[config.mk]
export PLATFORM = sky130hd
export DESIGN_NAME = rf_wb_arbiter_flat
export DESIGN_NICKNAME = d
export VERILOG_FILES = /design/src/rtl/rf_wb_arbiter_if.sv /design/src/rtl/rf_wb_arbiter.sv /design/src/flat_wrapper.sv
export SDC_FILE = /design/constraint.sdc
export NUM_CORES = 1
export LEC_CHECK = 0
export CAP_MARGIN = 20
export CORE_AREA = 4 4 97 99
export DETAILED_ROUTE_END_ITERATION = 10
export DIE_AREA = 0 0 101 103
export PLACE_DENSITY_LB_ADDON = 0.2
export SYNTH_ARGS = -nofsm -noshare
export SYNTH_HDL_FRONTEND = slang
export SYNTH_SLANG_ARGS = --single-unit
export TNS_END_PERCENT = 1
[constraint.sdc]
create_clock -name clk -period 5.2 [get_ports clk]
set_input_delay 1.04 -clock clk [delete_from_list [all_inputs] [get_ports clk]]
set_output_delay 1.04 -clock clk [all_outputs]
set_load 0.02 [all_outputs]
[src/rtl/rf_wb_arbiter_if.sv]
`default_nettype none
// ============================================================================
//  Module      : rf_wb_arbiter_if
//  Description : Bundle of the write-back arbiter's request, issue, hazard
//                query and register-file write signals. The slave modport is
//                the arbiter's view; master is the surrounding pipeline's.
//  Revision    : 1.0 - initial release
// ============================================================================
interface rf_wb_arbiter_if #(
    parameter int N = 32
);
    // ALU write-back request (port A)
    logic         a_valid;
    logic [4:0]   a_rd;
    logic [N-1:0] a_data;
    logic         a_ready;

    // Load-return request (port B)
    logic         b_valid;
    logic [4:0]   b_rd;
    logic [N-1:0] b_data;
    logic         b_ready;

    // Issue notification: a write to iss_rd is now in flight
    logic         iss_valid;
    logic [4:0]   iss_rd;

    // Read-after-write hazard queries from decode
    logic [4:0]   q_rs1;
    logic [4:0]   q_rs2;
    logic         q_busy1;
    logic         q_busy2;

    // Register-file write port
    logic         rf_we;
    logic [4:0]   rf_waddr;
    logic [N-1:0] rf_wdata;

    modport slave (
        input  a_valid, a_rd, a_data,
        output a_ready,
        input  b_valid, b_rd, b_data,
        output b_ready,
        input  iss_valid, iss_rd,
        input  q_rs1, q_rs2,
        output q_busy1, q_busy2,
        output rf_we, rf_waddr, rf_wdata
    );

    modport master (
        output a_valid, a_rd, a_data,
        input  a_ready,
        output b_valid, b_rd, b_data,
        input  b_ready,
        output iss_valid, iss_rd,
        output q_rs1, q_rs2,
        input  q_busy1, q_busy2,
        input  rf_we, rf_waddr, rf_wdata
    );
endinterface
`default_nettype wire

[src/rtl/rf_wb_arbiter.sv]
`default_nettype none
// ============================================================================
//  Module      : rf_wb_arbiter
//  Description : Shares the single register-file write port between the ALU
//                write-back path (A) and the load-return path (B). A has
//                fixed priority; B is forced ahead once it has been refused
//                STARVE_MAX consecutive cycles. A 32-entry busy scoreboard
//                tracks in-flight writes for read-after-write hazard checks.
//  Revision    : 1.0 - initial release
// ============================================================================
module rf_wb_arbiter #(
    parameter int N          = 32,
    parameter int STARVE_MAX = 4
) (
    input  wire logic      clk,
    input  wire logic      rst_n,
    rf_wb_arbiter_if.slave bus
);

    // ------------------------------------------------------------------------
    // Constants
    // ------------------------------------------------------------------------
    localparam int               c_CNT_W   = $clog2(STARVE_MAX + 1);
    localparam logic [c_CNT_W-1:0] c_CNT_MAX = c_CNT_W'(STARVE_MAX);
    localparam logic [4:0]       c_X0      = 5'd0;

    // ------------------------------------------------------------------------
    // Declarations
    // ------------------------------------------------------------------------
    logic [c_CNT_W-1:0] r_starve;     // consecutive cycles B has been refused
    logic               r_rf_we;
    logic [4:0]         r_rf_waddr;
    logic [N-1:0]       r_rf_wdata;
    logic [31:1]        r_busy;       // x0 never has a pending write

    logic               w_force_b;
    logic               w_a_gnt;
    logic               w_b_gnt;
    logic               w_xfer;
    logic [4:0]         w_rd;
    logic [N-1:0]       w_data;
    logic               w_wr;
    logic [31:1]        w_set;
    logic [31:1]        w_clr;
    logic [31:0]        w_busy;

    // ------------------------------------------------------------------------
    // Arbitration
    // ------------------------------------------------------------------------
    // B is promoted only once its refusal count has saturated; grants are
    // suppressed while reset is asserted so nothing is accepted into a
    // write register that is being held clear.
    always_comb begin
        w_force_b = bus.b_valid && (r_starve == c_CNT_MAX);
        w_a_gnt   = rst_n && bus.a_valid && !w_force_b;
        w_b_gnt   = rst_n && bus.b_valid && (w_force_b || !bus.a_valid);
    end

    assign bus.a_ready = w_a_gnt;
    assign bus.b_ready = w_b_gnt;

    // Select the winning request's destination and data; a transfer to x0 is
    // accepted but never turns into a register-file write.
    always_comb begin
        w_xfer = w_a_gnt || w_b_gnt;
        w_rd   = w_a_gnt ? bus.a_rd   : bus.b_rd;
        w_data = w_a_gnt ? bus.a_data : bus.b_data;
        w_wr   = w_xfer && (w_rd != c_X0);
    end

    // ------------------------------------------------------------------------
    // Starvation counter
    // ------------------------------------------------------------------------
    // Counts consecutive refusals of a pending B request, saturating at the
    // limit; any B transfer or an idle B restarts the count.
    always_ff @(posedge clk or negedge rst_n) begin
        if (!rst_n) begin
            r_starve <= '0;
        end else if (bus.b_valid && !w_b_gnt) begin
            if (r_starve != c_CNT_MAX) begin
                r_starve <= r_starve + c_CNT_W'(1);
            end
        end else begin
            r_starve <= '0;
        end
    end

    // ------------------------------------------------------------------------
    // Write register
    // ------------------------------------------------------------------------
    // Capture the granted write one cycle after the handshake; rf_we is a
    // single-cycle pulse because it is recomputed from the grant every cycle.
    always_ff @(posedge clk or negedge rst_n) begin
        if (!rst_n) begin
            r_rf_we    <= 1'b0;
            r_rf_waddr <= '0;
            r_rf_wdata <= '0;
        end else begin
            r_rf_we <= w_wr;
            if (w_xfer) begin
                r_rf_waddr <= w_rd;
                r_rf_wdata <= w_data;
            end
        end
    end

    assign bus.rf_we    = r_rf_we;
    assign bus.rf_waddr = r_rf_waddr;
    assign bus.rf_wdata = r_rf_wdata;

    // ------------------------------------------------------------------------
    // Busy scoreboard
    // ------------------------------------------------------------------------
    // One flop per architectural register x1..x31. Set has priority over
    // clear: if an issue and a write-back hit the same register in the same
    // cycle, the issue belongs to a newer writer that is still in flight.
    generate
        for (genvar gi = 1; gi < 32; gi++) begin : g_busy
            assign w_set[gi] = bus.iss_valid && (bus.iss_rd == 5'(gi));
            assign w_clr[gi] = w_wr && (w_rd == 5'(gi));

            // Per-register pending-write flag
            always_ff @(posedge clk or negedge rst_n) begin
                if (!rst_n) begin
                    r_busy[gi] <= 1'b0;
                end else begin
                    r_busy[gi] <= w_set[gi] || (r_busy[gi] && !w_clr[gi]);
                end
            end
        end
    endgenerate

    // Register 0 reads as never busy, so a query of x0 returns 0 for free.
    assign w_busy = {r_busy, 1'b0};

    // Queries see the registered vector: a write-back clears its bit only
    // from the cycle after the handshake.
    assign bus.q_busy1 = w_busy[bus.q_rs1];
    assign bus.q_busy2 = w_busy[bus.q_rs2];

endmodule
`default_nettype wire

[src/flat_wrapper.sv]
// flat-port wrapper written by rule: the top's interface ports become plain ports
module rf_wb_arbiter_flat 
#(
    parameter int N          = 32,
    parameter int STARVE_MAX = 4
)
  (clk, rst_n, bus_a_valid, bus_a_rd, bus_a_data, bus_a_ready, bus_b_valid, bus_b_rd, bus_b_data, bus_b_ready, bus_iss_valid, bus_iss_rd, bus_q_rs1, bus_q_rs2, bus_q_busy1, bus_q_busy2, bus_rf_we, bus_rf_waddr, bus_rf_wdata);
  rf_wb_arbiter_if #(.N(N)) bus_i ();
  input  wire logic clk;
  input  wire logic rst_n;
  input wire logic [$bits(bus_i.a_valid)-1:0] bus_a_valid;
  input wire logic [$bits(bus_i.a_rd)-1:0] bus_a_rd;
  input wire logic [$bits(bus_i.a_data)-1:0] bus_a_data;
  output wire logic [$bits(bus_i.a_ready)-1:0] bus_a_ready;
  input wire logic [$bits(bus_i.b_valid)-1:0] bus_b_valid;
  input wire logic [$bits(bus_i.b_rd)-1:0] bus_b_rd;
  input wire logic [$bits(bus_i.b_data)-1:0] bus_b_data;
  output wire logic [$bits(bus_i.b_ready)-1:0] bus_b_ready;
  input wire logic [$bits(bus_i.iss_valid)-1:0] bus_iss_valid;
  input wire logic [$bits(bus_i.iss_rd)-1:0] bus_iss_rd;
  input wire logic [$bits(bus_i.q_rs1)-1:0] bus_q_rs1;
  input wire logic [$bits(bus_i.q_rs2)-1:0] bus_q_rs2;
  output wire logic [$bits(bus_i.q_busy1)-1:0] bus_q_busy1;
  output wire logic [$bits(bus_i.q_busy2)-1:0] bus_q_busy2;
  output wire logic [$bits(bus_i.rf_we)-1:0] bus_rf_we;
  output wire logic [$bits(bus_i.rf_waddr)-1:0] bus_rf_waddr;
  output wire logic [$bits(bus_i.rf_wdata)-1:0] bus_rf_wdata;
  assign bus_i.a_valid = bus_a_valid;
  assign bus_i.a_rd = bus_a_rd;
  assign bus_i.a_data = bus_a_data;
  assign bus_a_ready = bus_i.a_ready;
  assign bus_i.b_valid = bus_b_valid;
  assign bus_i.b_rd = bus_b_rd;
  assign bus_i.b_data = bus_b_data;
  assign bus_b_ready = bus_i.b_ready;
  assign bus_i.iss_valid = bus_iss_valid;
  assign bus_i.iss_rd = bus_iss_rd;
  assign bus_i.q_rs1 = bus_q_rs1;
  assign bus_i.q_rs2 = bus_q_rs2;
  assign bus_q_busy1 = bus_i.q_busy1;
  assign bus_q_busy2 = bus_i.q_busy2;
  assign bus_rf_we = bus_i.rf_we;
  assign bus_rf_waddr = bus_i.rf_waddr;
  assign bus_rf_wdata = bus_i.rf_wdata;
  rf_wb_arbiter #(.N(N), .STARVE_MAX(STARVE_MAX)) u_core (.clk(clk), .rst_n(rst_n), .bus(bus_i));
endmodule
## Yosys cells after proc, flatten, opt, wreduce, memory -nomap -nowiden

Index checks and enable logic that the tools add are counted.

- Bits in registers: 72
- Bits of input ports: 94
- Output and inout port bits: 42
- Word-level logic and storage cells: 279

- Add/sub/neg operators: 1
- Order comparisons: 2
- Equality and inequality tests: 65
- Mux-type cells: 8
- Reduce and logical (&&, ||, !) cells: 168

Operators by type and width:

| cell | number |
|---|---|
| $eq A5 B5 Y1 const B | 32 |
| $logic_and A1 B1 Y1 | 100 |
| $eq A5 B4 Y1 const B | 16 |
| $eq A5 B3 Y1 const B | 8 |
| $logic_not A1 Y1 | 34 |
| $logic_or A1 B1 Y1 | 33 |
| $mux W32 | 1 |
| $eq A5 B2 Y1 const B | 4 |
| $lt A5 B6 Y1 const B | 2 |
| $bmux W1 S5 | 2 |
| $eq A5 B1 Y1 const B | 2 |
| $mux W3 | 2 |
| $mux W5 | 1 |
| $reduce_bool A5 Y1 | 1 |
| $add A3 B1 Y3 const B | 1 |
| $eq A3 B3 Y1 const B | 1 |
| $ne A3 B3 Y1 const B | 1 |
| $mux W1 | 2 |
| $ne A2 B2 Y1 const B | 1 |

## Depth between registers and ports, before layout

- Word-level depth: 11
- Gate-level depth with buffers: 8
- Mapped depth without buffers: 6

## Worst setup path before layout

Ideal clock, no wire load.

- Path kind: input to output
- Start point: in bus_q_rs2[0]
- End point: out bus_q_busy2
- Arrival time: 2.466 ns
- Required time: 4.160 ns
- Slack: 1.694 ns
- Stages on the path: 5
- Path buffers: 1
- Cell sequence: buf_2 -> mux4_2 -> inv_1 -> a2111oi_0 -> or4_1

- Word-level cells in the longest chain between the ends: 2

RTL lines:

| what | line | text |
|---|---|---|
| start: declaration | flat_wrapper.sv:22 | `input wire logic [$bits(bus_i.q_rs2)-1:0] bus_q_rs2;` |
| $bmux W1 S5 | rf_wb_arbiter.sv:139 | `assign bus.q_busy2 = w_busy[bus.q_rs2];` |
| $mux W1 (implied by the code) | rf_wb_arbiter.sv:139 |  |
| end: declaration | flat_wrapper.sv:24 | `output wire logic [$bits(bus_i.q_busy2)-1:0] bus_q_busy2;` |

Every way passes these cells. The select of a mux whose other input is x is not followed.

## Worst setup path after layout

- Start point: in bus_q_rs2[1]
- End point: out bus_q_busy2

Same word-level chain as after synthesis.

==> impl_metrics.ini <==
[place]
place_inst = 659
port_buffers = 135
gp_congestion = 0.995
hpwl_um = 9780

[sta]
max_freq_ghz = 0.213
skew_ps = 6.43
finalCritPeriodShare = 0.904
hold_viol = 0
final.min_clock_period_ps = 4700
grt_setup_unrepaired = no
setup_viol = 0
slew_violations = 0
relSlewSlack = 0.519
worstMarginPinSlew_ps = 719
fin_tns_setup_ps = 0

[setup_path]
criticalPathCategory = input port to primary output
cp_max_fo = 9
cp-end-kind = primary output
cp-start-kind = input port
worst-endpoint-arrival_ps = 3660
cp_data_required_time_ps = 4160

[job]
drv_cap = 0

[final_layout]
diodes = 0
layout-drive-gt1-share = 0.0512
area.growth.synth_to_final_pct = 37.5
final_cell_mix = 134 x clkdlybuf4s50_1, 72 x dfrtp_1, 38 x nand2_1
final_common_cell = clkdlybuf4s50_1
instances_no_fill = 674
nets = 658

[global_route]
grt_pass1_wl_um = 20100
grt_pass1_vias = 3946
grt_max_degree = 55
grt_use_total = 0.247
antenna_found_initial = 0
grt_overflow_total = 0

[synth]
synth-async-reset-ratio = 1.00
synth_top_flop_cell = dfrtp_1
synth_compound_area_frac = 0.239
synthesis.area_mm2 = 0.00426
synthSimpleGateAreaFrac = 0.140
synth_cells = 438
synth_seq_cells = 72
synth_cell_types = 46
synth_fa_ha_area_frac = 0.00587
synth_nets = 534
synthMuxAreaShare = 0.132
ys_seq_area_frac = 0.423
syn_area_per_cell_um2 = 9.74
yosysWarnings = 0
synth_top_family_by_area = compound AO/OA/AOI/OAI gates
synth_edf_count = 0
synth-xor-area-share = 0

[cts]
cts_setup_buffers = 0
clk_pin_slew_ps = 70
tritoncts = built
root_buffer = clkbuf_8
clk_latency_ps = 340
cts.sinks = 72
cts.repair.resized = 0
cts_hold_buffers = 0
htreeDepth = 3
cts_buffer_depth = 2
cts_buffers = 9

[drt]
drt-pass1-iter-count = 7
drt-total-wl_um = 12800
drt-vias-per-instance = 6.04
drt_iter0_markers = 272
drc = 0
vias = 4074
wl_per_cell_um = 19.0
drtAntennaViolNets = 0

[floorplanning]
coreArea_mm2 = 0.00855
die_y_um = 103
fp.dieArea_mm2 = 0.0104
die_width_um = 101
io_pins = 136
num_rows = 34
start_util = 0.499

[power_and_ir_drop]
leakage_nw = 2.53
power_density_mw_per_mm2 = 289
vdd_drop_max_uv = 188

[status]
status = completed

[worst_hold_path]
hold_class = register to register
[cell usage after synthesis (9+ instances only)]
library cell	count	share of area
dfrtp_1	72	0.42
nand2_1	38	0.033
inv_1	35	0.031
mux2i_1	33	0.077
a22oi_1	32	0.056
o22ai_1	28	0.041
o21ai_0	27	0.032
nand3_1	16	0.019
a21o_1	13	0.023
a22o_1	13	0.027
clkbuf_1	12	0.011
buf_2	10	0.012
nor2b_1	10	0.015
nor2_1	9	0.0079
[critical path, stage by stage]
cell and delay [ps]:
clkdlybuf4s50_1 740, mux2_2 390, a221oi_1 240, a2111oi_0 130, or4_1 560, clkdlybuf4s50_1 560
[stage by stage]
| step | utilization | setup slack [ps] | total power [mW] | area (um2) | hold WS [ps] |
|---|---|---|---|---|---|
| floorplan | - | 1690 | 1.01 | 4260 | 480 |
| global placement | 0.664 | 569 | 1.26 | 5680 | 461 |
| detailed placement | 0.664 | 527 | 1.27 | 5680 | 470 |
| CTS | 0.686 | 522 | 1.70 | 5860 | 486 |
| global route | 0.686 | 427 | 1.78 | 5860 | 509 |
| finish | 0.686 | 500 | 1.69 | 5860 | 480 |
[final timing paths]
kind	depth (start not counted)	end	slack, ps	start
worst max-delay path	6	bus_q_busy2	500	bus_q_rs2[1]
worst min-delay path	2	u_core.bus.rf_wdata[24]	480	u_core.bus.rf_wdata[24]
worst max register to register	6	u_core.r_busy[3]	2890	u_core.r_starve[0]
worst min register to register	2	u_core.bus.rf_wdata[24]	480	u_core.bus.rf_wdata[24]
max in group asynchronous	2	u_core.r_busy[12]	3620	rst_n
min in group asynchronous	1	u_core.r_starve[1]	590	rst_n
[where the power goes]
| group | internal (mW) | switching (mW) |
|---|---|---|
| sequential | 0.667 | 0.0745 |
| clock | 0.230 | 0.200 |
| combinational | 0.266 | 0.257 |
[routing by layer]
metal / wire, um / track usage / vias to the layer above
met5: 0 / 0 / -
met4: 198 / 0.0787 / 0
met3: 1200 / 0.0765 / 26
met2: 6210 / 0.419 / 200
met1: 5220 / 0.302 / 1946
li1: - / - / 1902
[state kept, by name (all words and copies together), names as in the netlist]
| register | flops |
|---|---|
| u_core.r_busy | 31 |
| u_core.r_starve | 3 |
| u_core.bus.rf_wdata | 32 |
| u_core.bus.rf_we | 1 |
| u_core.bus.rf_waddr | 5 |
[cell families (layout without fill, tap and decap cells)]
kind of cell    count (synthesis)  in the layout
compound gates                145            145
simple gates                  113            113
flops                          72             72
buf+inv                        62            190
mux                            44             44
fa+ha+maj                       2              2
[layout make-up]
cell class | instances | area, um2
inverter | 35 | 131
clock buffer | 11 | 141
multi-input combinational | 304 | 2220
sequential | 72 | 1800
timing repair buffer | 140 | 1390
fill | 700 | 2690
tap | 108 | 135
clock inverter | 4 | 45.0
No activity file was read; power rests on OpenSTA's default activity.
